--- src/rtl/adsr_pkg.sv ---
// Shared types and constants for the ADSR envelope voice.
// State encoding, default envelope width and the gated-state helper.
package adsr_pkg;

    localparam int ENV_WIDTH_DEF = 16;
    localparam int ENV_MAX       = (2 ** ENV_WIDTH_DEF) - 1;

    typedef enum logic [2:0] {
        IDLE    = 3'd0,
        ATTACK  = 3'd1,
        DECAY   = 3'd2,
        SUSTAIN = 3'd3,
        RELEASE = 3'd4
    } adsr_state_t;

    // States that fall into RELEASE as soon as the gate drops.
    function automatic logic is_gated_state(input adsr_state_t s);
        logic r;
        case (s)
            ATTACK, DECAY, SUSTAIN: r = 1'b1;
            default:                r = 1'b0;
        endcase
        return r;
    endfunction

endpackage

--- src/rtl/adsr_vca.sv ---
// Two-stage VCA: multiplies a signed sample by the unsigned envelope level
// captured on the sample tick and presents the upper product half.
module adsr_vca #(
    parameter int SAMPLE_WIDTH = 16,
    parameter int ENV_WIDTH    = 16
) (
    input  logic                           clk_in,
    input  logic                           rst_in,
    input  logic                           sample_tick,
    input  logic signed [SAMPLE_WIDTH-1:0] sample_in,
    input  logic        [ENV_WIDTH-1:0]    level_in,
    output logic signed [SAMPLE_WIDTH-1:0] sample_out,
    output logic                           sample_valid_out
);

    localparam int PROD_W = SAMPLE_WIDTH + ENV_WIDTH + 1;

    logic signed [PROD_W-1:0] product_s;
    logic signed [PROD_W-1:0] product_r;
    logic                     stage1_valid_r;
    logic                     prod_sign_unused_s;

    // The level is zero-extended so the multiply stays signed without ever overflowing.
    assign product_s          = sample_in * $signed({1'b0, level_in});
    assign prod_sign_unused_s = product_r[PROD_W-1];

    // Product register, then output register; a reset drops anything in flight.
    always_ff @(posedge clk_in) begin
        if (rst_in) begin
            product_r        <= {PROD_W{1'b0}};
            stage1_valid_r   <= 1'b0;
            sample_out       <= {SAMPLE_WIDTH{1'b0}};
            sample_valid_out <= 1'b0;
        end else begin
            if (sample_tick) begin
                product_r <= product_s;
            end
            stage1_valid_r <= sample_tick;
            if (stage1_valid_r) begin
                sample_out <= product_r[ENV_WIDTH +: SAMPLE_WIDTH];
            end
            sample_valid_out <= stage1_valid_r;
        end
    end

endmodule

--- src/rtl/adsr_envelope.sv ---
// Per-voice ADSR envelope generator with trigger latch, level register and VCA.
// Optional feature macro: ADSR_EXP_RELEASE_EN selects exponential release.
module adsr_envelope
    import adsr_pkg::*;
#(
    parameter int SAMPLE_WIDTH  = 16,
    parameter int ENV_WIDTH     = ENV_WIDTH_DEF,
    parameter int RELEASE_SHIFT = 6
) (
    input  logic                           clk_in,
    input  logic                           rst_in,
    input  logic                           sample_tick,
    input  logic                           gate_in,
    input  logic                           trigger_in,
    input  logic        [ENV_WIDTH-1:0]    attack_step,
    input  logic        [ENV_WIDTH-1:0]    decay_step,
    input  logic        [ENV_WIDTH-1:0]    sustain_level,
    input  logic        [ENV_WIDTH-1:0]    release_step,
    input  logic signed [SAMPLE_WIDTH-1:0] sample_in,
    output logic signed [SAMPLE_WIDTH-1:0] sample_out,
    output logic                           sample_valid_out,
    output logic        [ENV_WIDTH-1:0]    env_level_out,
    output logic        [2:0]              state_out,
    output logic                           active_out
);

    localparam logic [ENV_WIDTH-1:0] ENV_MAX_L  = {ENV_WIDTH{1'b1}};
    localparam logic [ENV_WIDTH-1:0] ENV_ZERO_L = {ENV_WIDTH{1'b0}};

    adsr_state_t          state_r;
    adsr_state_t          state_nxt_s;
    logic [ENV_WIDTH-1:0] level_r;
    logic [ENV_WIDTH-1:0] level_nxt_s;
    logic                 trig_pend_r;
    logic                 trig_pend_nxt_s;
    logic                 trig_eff_s;
    logic                 active_r;

    logic [ENV_WIDTH:0]   atk_sum_s;
    logic [ENV_WIDTH:0]   dec_diff_s;
    logic [ENV_WIDTH:0]   rel_amount_s;
    logic [ENV_WIDTH:0]   rel_diff_s;
    logic                 atk_done_s;
    logic                 dec_done_s;
    logic                 rel_done_s;
    logic [ENV_WIDTH-1:0] atk_level_s;
    logic [ENV_WIDTH-1:0] dec_level_s;
    logic [ENV_WIDTH-1:0] rel_level_s;

    // A trigger arriving on the tick cycle itself is honoured at that tick.
    assign trig_eff_s = trig_pend_r | trigger_in;

    // Trigger latch: set by any trigger pulse, consumed by the next tick.
    always_comb begin
        trig_pend_nxt_s = trig_pend_r;
        if (sample_tick) begin
            trig_pend_nxt_s = 1'b0;
        end else begin
            trig_pend_nxt_s = trig_pend_r | trigger_in;
        end
    end

    // Attack step with carry detection; a zero step jumps straight to full scale.
    always_comb begin
        atk_sum_s  = {1'b0, level_r} + {1'b0, attack_step};
        atk_done_s = (attack_step == ENV_ZERO_L) || atk_sum_s[ENV_WIDTH]
                     || (atk_sum_s[ENV_WIDTH-1:0] == ENV_MAX_L);
        if (atk_done_s) begin
            atk_level_s = ENV_MAX_L;
        end else begin
            atk_level_s = atk_sum_s[ENV_WIDTH-1:0];
        end
    end

    // Decay step with borrow detection, clamped to the sustain level.
    always_comb begin
        dec_diff_s = {1'b0, level_r} - {1'b0, decay_step};
        dec_done_s = (decay_step == ENV_ZERO_L) || dec_diff_s[ENV_WIDTH]
                     || (dec_diff_s[ENV_WIDTH-1:0] <= sustain_level);
        if (dec_done_s) begin
            dec_level_s = sustain_level;
        end else begin
            dec_level_s = dec_diff_s[ENV_WIDTH-1:0];
        end
    end

`ifdef ADSR_EXP_RELEASE_EN
    logic rel_step_unused_s;
    // The +1 keeps the exponential tail from stalling above zero.
    assign rel_amount_s      = ({1'b0, level_r} >> RELEASE_SHIFT) + {{ENV_WIDTH{1'b0}}, 1'b1};
    assign rel_step_unused_s = ^release_step;
`else
    logic [7:0] rel_shift_unused_s;
    assign rel_amount_s       = {1'b0, release_step};
    assign rel_shift_unused_s = 8'(RELEASE_SHIFT);
`endif

    // Release step floored at zero; reaching zero ends the note.
    always_comb begin
        rel_diff_s = {1'b0, level_r} - rel_amount_s;
        rel_done_s = (rel_amount_s == {(ENV_WIDTH + 1){1'b0}}) || rel_diff_s[ENV_WIDTH]
                     || (rel_diff_s[ENV_WIDTH-1:0] == ENV_ZERO_L);
        if (rel_done_s) begin
            rel_level_s = ENV_ZERO_L;
        end else begin
            rel_level_s = rel_diff_s[ENV_WIDTH-1:0];
        end
    end

    // Envelope FSM: retrigger beats gate-off, which beats the state's own rule.
    always_comb begin
        state_nxt_s = state_r;
        level_nxt_s = level_r;
        if (sample_tick) begin
            if (trig_eff_s && gate_in) begin
                level_nxt_s = atk_level_s;
                if (atk_done_s) begin
                    state_nxt_s = DECAY;
                end else begin
                    state_nxt_s = ATTACK;
                end
            end else if (!gate_in && is_gated_state(state_r)) begin
                level_nxt_s = rel_level_s;
                if (rel_done_s) begin
                    state_nxt_s = IDLE;
                end else begin
                    state_nxt_s = RELEASE;
                end
            end else begin
                case (state_r)
                    IDLE: begin
                        level_nxt_s = ENV_ZERO_L;
                    end
                    ATTACK: begin
                        level_nxt_s = atk_level_s;
                        if (atk_done_s) begin
                            state_nxt_s = DECAY;
                        end else begin
                            state_nxt_s = ATTACK;
                        end
                    end
                    DECAY: begin
                        level_nxt_s = dec_level_s;
                        if (dec_done_s) begin
                            state_nxt_s = SUSTAIN;
                        end else begin
                            state_nxt_s = DECAY;
                        end
                    end
                    SUSTAIN: begin
                        level_nxt_s = sustain_level;
                    end
                    RELEASE: begin
                        level_nxt_s = rel_level_s;
                        if (rel_done_s) begin
                            state_nxt_s = IDLE;
                        end else begin
                            state_nxt_s = RELEASE;
                        end
                    end
                    default: begin
                        state_nxt_s = IDLE;
                        level_nxt_s = ENV_ZERO_L;
                    end
                endcase
            end
        end else begin
            state_nxt_s = state_r;
            level_nxt_s = level_r;
        end
    end

    // State, level, trigger latch and activity flag registers.
    always_ff @(posedge clk_in) begin
        if (rst_in) begin
            state_r     <= IDLE;
            level_r     <= ENV_ZERO_L;
            trig_pend_r <= 1'b0;
            active_r    <= 1'b0;
        end else begin
            state_r     <= state_nxt_s;
            level_r     <= level_nxt_s;
            trig_pend_r <= trig_pend_nxt_s;
            active_r    <= (state_nxt_s != IDLE);
        end
    end

    assign env_level_out = level_r;
    assign state_out     = state_r;
    assign active_out    = active_r;

    // The VCA sees the level as it was before this tick's update.
    adsr_vca #(
        .SAMPLE_WIDTH(SAMPLE_WIDTH),
        .ENV_WIDTH   (ENV_WIDTH)
    ) u_vca (
        .clk_in          (clk_in),
        .rst_in          (rst_in),
        .sample_tick     (sample_tick),
        .sample_in       (sample_in),
        .level_in        (level_r),
        .sample_out      (sample_out),
        .sample_valid_out(sample_valid_out)
    );

endmodule

--- config.mk ---
export PLATFORM = sky130hd
export DESIGN_NAME = adsr_envelope
export DESIGN_NICKNAME = d
export VERILOG_FILES = /design/src/rtl/adsr_pkg.sv /design/src/rtl/adsr_vca.sv /design/src/rtl/adsr_envelope.sv
export SDC_FILE = /design/constraint.sdc
export NUM_CORES = 1
export LEC_CHECK = 0
export CAP_MARGIN = 15
export CORE_ASPECT_RATIO = 2
export CORE_MARGIN = 2
export CORE_UTILIZATION = 51
export DETAILED_ROUTE_END_ITERATION = 6
export PLACE_DENSITY_LB_ADDON = 0.08
export REMOVE_ABC_BUFFERS = 1
export SYNTH_ARGS = -nofsm -noshare
export SYNTH_HDL_FRONTEND = slang
export SYNTH_SLANG_ARGS = --single-unit
--- constraint.sdc ---
create_clock -name clk_in -period 7.45 [get_ports clk_in]
set_input_delay 2.235 -clock clk_in [delete_from_list [all_inputs] [get_ports clk_in]]
set_output_delay 2.235 -clock clk_in [all_outputs]
set_load 0.1 [all_outputs]
==> results.cfg <==
[run_status]
status = finished with violations
violations = negative setup slack

[clock_tree]
path_clk_slew_ns = 0.08
numCtsBuffers = 5
cts.htree.levels = 2
clockBufferDepth = 2
cts_hold_buffers = 0
clk_latency_ns = 0.30
cts-root-buf = clkbuf_16
cts_tree = yes
clock-sinks = 55

[worst_hold_path]
holdPathStages = 2
hp-start = u_vca.product_r[18]$_SDFFE_PP0P_
hold_class = reg -> reg

[synthesis]
synth_seq_cells = 55
synth_top_family_by_area = adder cells
synth-simple-area-share_pct = 18.8
synth_enable_flop_cells = 0
yosys_warnings = 0
synthAdderAreaFrac_pct = 45.8
synth_async_sr_flop_share_pct = 0
synth_area_leaders = fa_1, ha_1, dfxtp_1
seq_area_frac_synth_pct = 8.19
postSynthAreaPerCell_um2 = 8.43
syn_inst = 1594
syn_area_um2 = 13400
synth_top_cells_by_count = inv_1, fa_1, ha_1, nand2_1, and2_1
ys_types = 72
synth_compound_area_share_pct = 12.4
synth.most_common_cell = inv_1
synth-xor-area-share_pct = 3.00
netlist.area_leader.share_pct = 29.2
yosysTopAreaCell = fa_1
synth_flop_cell = dfxtp_1
post_synth_mux_area_share_pct = 2.53

[global_route]
antenna_found_initial = 0
grt_max_degree = 42
overflow = 0
grt_pass1_wl_mm = 65.9
grt_pass1_vias = 12663
track_usage_pct = 30.1

[power]
power_density_nw_per_um2 = 191
p_switching_mw = 1.51
p_int_mw = 1.63
swShare_pct = 48.1
comb_power_share_pct = 79.8
peakVddDrop_uv = 229
clockPowerShare_pct = 7.9
seqPwrFrac_pct = 12.3
p_leak_nw = 8.15

[placement]
gp_congestion = 0.939
dpl.hpwl_mm = 33.4
io_buffers = 121

[route]
wl_met1_mm = 16.2
routed_via_density = 5.63
wl_met2_mm = 21.3
wl_met3_mm = 1.97
wire_per_inst_um = 19.2
topRoutingLayerUsed = met4
antenna_left = 0
drt_iter0_markers = 781
firstDrtPassIters = 5
vias = 12085
wirelength_mm = 41.3
drc = 0

[finish]
drive_gt1_share_pct = 13.7
syn_to_final_growth_pct = 22.3
num-nets-final = 2259
final_util_pct = 63.1
antenna_cells = 0

[setup_path]
crit_type = in -> reg
cp_slowest_cell = fa_1
crit_top_cell = fa_1
worstRegToRegCells = 21
start_kind = input pin
max_stage_delay_ns = 0.55
r2r-start = env_level_out[11]$_SDFFE_PP0P_
crit_arrival_ns = 7.85
critPathRequiredTime_ns = 7.66
worstPathMaxFanout = 6
end_kind = register
cp_cell_sequence = buf_8 -> buf_8 -> and2_4 -> fa_1 -> inv_2 -> fa_1 -> fa_1 -> inv_1 -> fa_1 -> fa_1 -> inv_1 -> fa_1 -> inv_2 -> ha_4 -> nand3_2 -> or2_4 -> o32ai_4 -> o31ai_4 -> o21ai_2 -> a21oi_2 -> o211a_1 -> nor3b_2 -> o31ai_1
crit_start = sample_in[4]

[floorplanning]
die_h_um = 234
fp.dieArea_um2 = 27800
rows = 84
core_um2 = 26100
die_width_um = 119
initial_core_util_pct = 51.6
io_pins = 122

[flow_run]
drv_cap = 0

[timing]
fmax_mhz = 131
grt_setup_unrepaired = yes
skew_ns = 0.00597
worst_pin_slew_ns = 1.06
finalCritPeriodShare_pct = 103
slew_violations = 0
timing.slew.headroom_pct = 28.8
fin_crit_ns = 7.64
setup_viol = 10
hold_viol = 0
holdWs_ns = 0.466
final.setup.worst_slack_ns = -0.191
==> registers in the layout (all words and copies together), names as in the netlist <==
register / count
u_vca.sample_valid_out: 1
u_vca.sample_out: 16
u_vca.stage1_valid_r: 1
active_out: 1
trig_pend_r: 1
env_level_out: 16
u_vca.product_r: 16
state_out: 3
==> routing by layer <==
metal | global-route usage (%) | vias to the layer above
li1 | - | 5629
met2 | 55.3 | 402
met1 | 36.7 | 5954
met5 | 0 | -
met3 | 2.64 | 100
met4 | 10.3 | 0
==> critical path, delay by kind of cell <==
| family | cells | cell delay (ns) |
|---|---|---|
| buffers and inverters | 6 | 0.43 |
| and+or+nand+nor | 4 | 0.67 |
| adders and majority gates | 7 | 3.25 |
| AOI/OAI and AO/OA | 6 | 1.27 |
==> cells by family after synthesis <==
kind of cell	Yosys count
compound gates	241
flops	55
buf+inv	333
fa+ha+maj	374
mux	34
xor+xnor	46
simple gates	511
==> stage by stage <==
stage | instances | power, mW | setup TNS [ns] | instance area (um^2) | setup slack [ns]
floorplan | 1543 | 1.77 | -0.696 | 13300 | -0.274
global placement | 2110 | 2.55 | -12.56 | 15700 | -1.02
detailed placement | 2110 | 2.60 | -13.73 | 15700 | -1.12
CTS | 2136 | 3.00 | -1.46 | 16200 | -0.236
global route | 2145 | 3.44 | -3.31 | 16400 | -0.364
finish | 2145 | 3.14 | -1.02 | 16400 | -0.191
==> final timing paths <==
path	slack [ns]	end
max reg2reg	0.95	u_vca.product_r[29]$_SDFFE_PP0P_
max	-0.19	u_vca.product_r[30]$_SDFFE_PP0P_
min	0.47	u_vca.product_r[18]$_SDFFE_PP0P_
min reg2reg	0.47	u_vca.product_r[18]$_SDFFE_PP0P_
==> final cells by class <==
cell class                 instances  area (um^2)
multi-input combinational       1206        11400
fill                            2382         9630
timing repair buffer             250         2250
sequential                        55         1100
inverter                         282         1060
tap                              344          430
clock buffer                       5          125
clock inverter                     3         27.5
==> cell usage in the layout (no fill, tap or decap), drive strengths merged, types with 13 or more instances in the layout <==
cell type	instances
dfxtp	55
o211ai	16
clkdlybuf4s50	106
mux2i	34
nand2	168
nor3	23
nor2	93
a21oi	45
nand3	19
o21a	18
inv	282
xnor2	30
and2	127
fa	196
buf	133
ha	178
a21o	23
nor4	15
o21ai	49
xor2	16
a31oi	13
==> what timing repair did <==
item | in CTS | in global routing
gates cloned | 6 | 0
endpoints found under the setup margin | 16 | 16
pin swaps | 59 | 63
gates resized for setup | 97 | 67
buffers inserted | 13 | 11
==> power groups by stage <==
| stage | Combinational (mW) | Clock (mW) | Sequential [mW] |
|---|---|---|---|
| CTS | 2.37 | 0.251 | 0.385 |
| finish | 2.51 | 0.249 | 0.386 |
| global placement | 2.16 | 0 | 0.390 |
| global route | 2.78 | 0.263 | 0.389 |
| detailed placement | 2.21 | 0 | 0.390 |
| floorplan | 1.30 | 0 | 0.473 |
No activity file was read; power rests on OpenSTA's default activity.
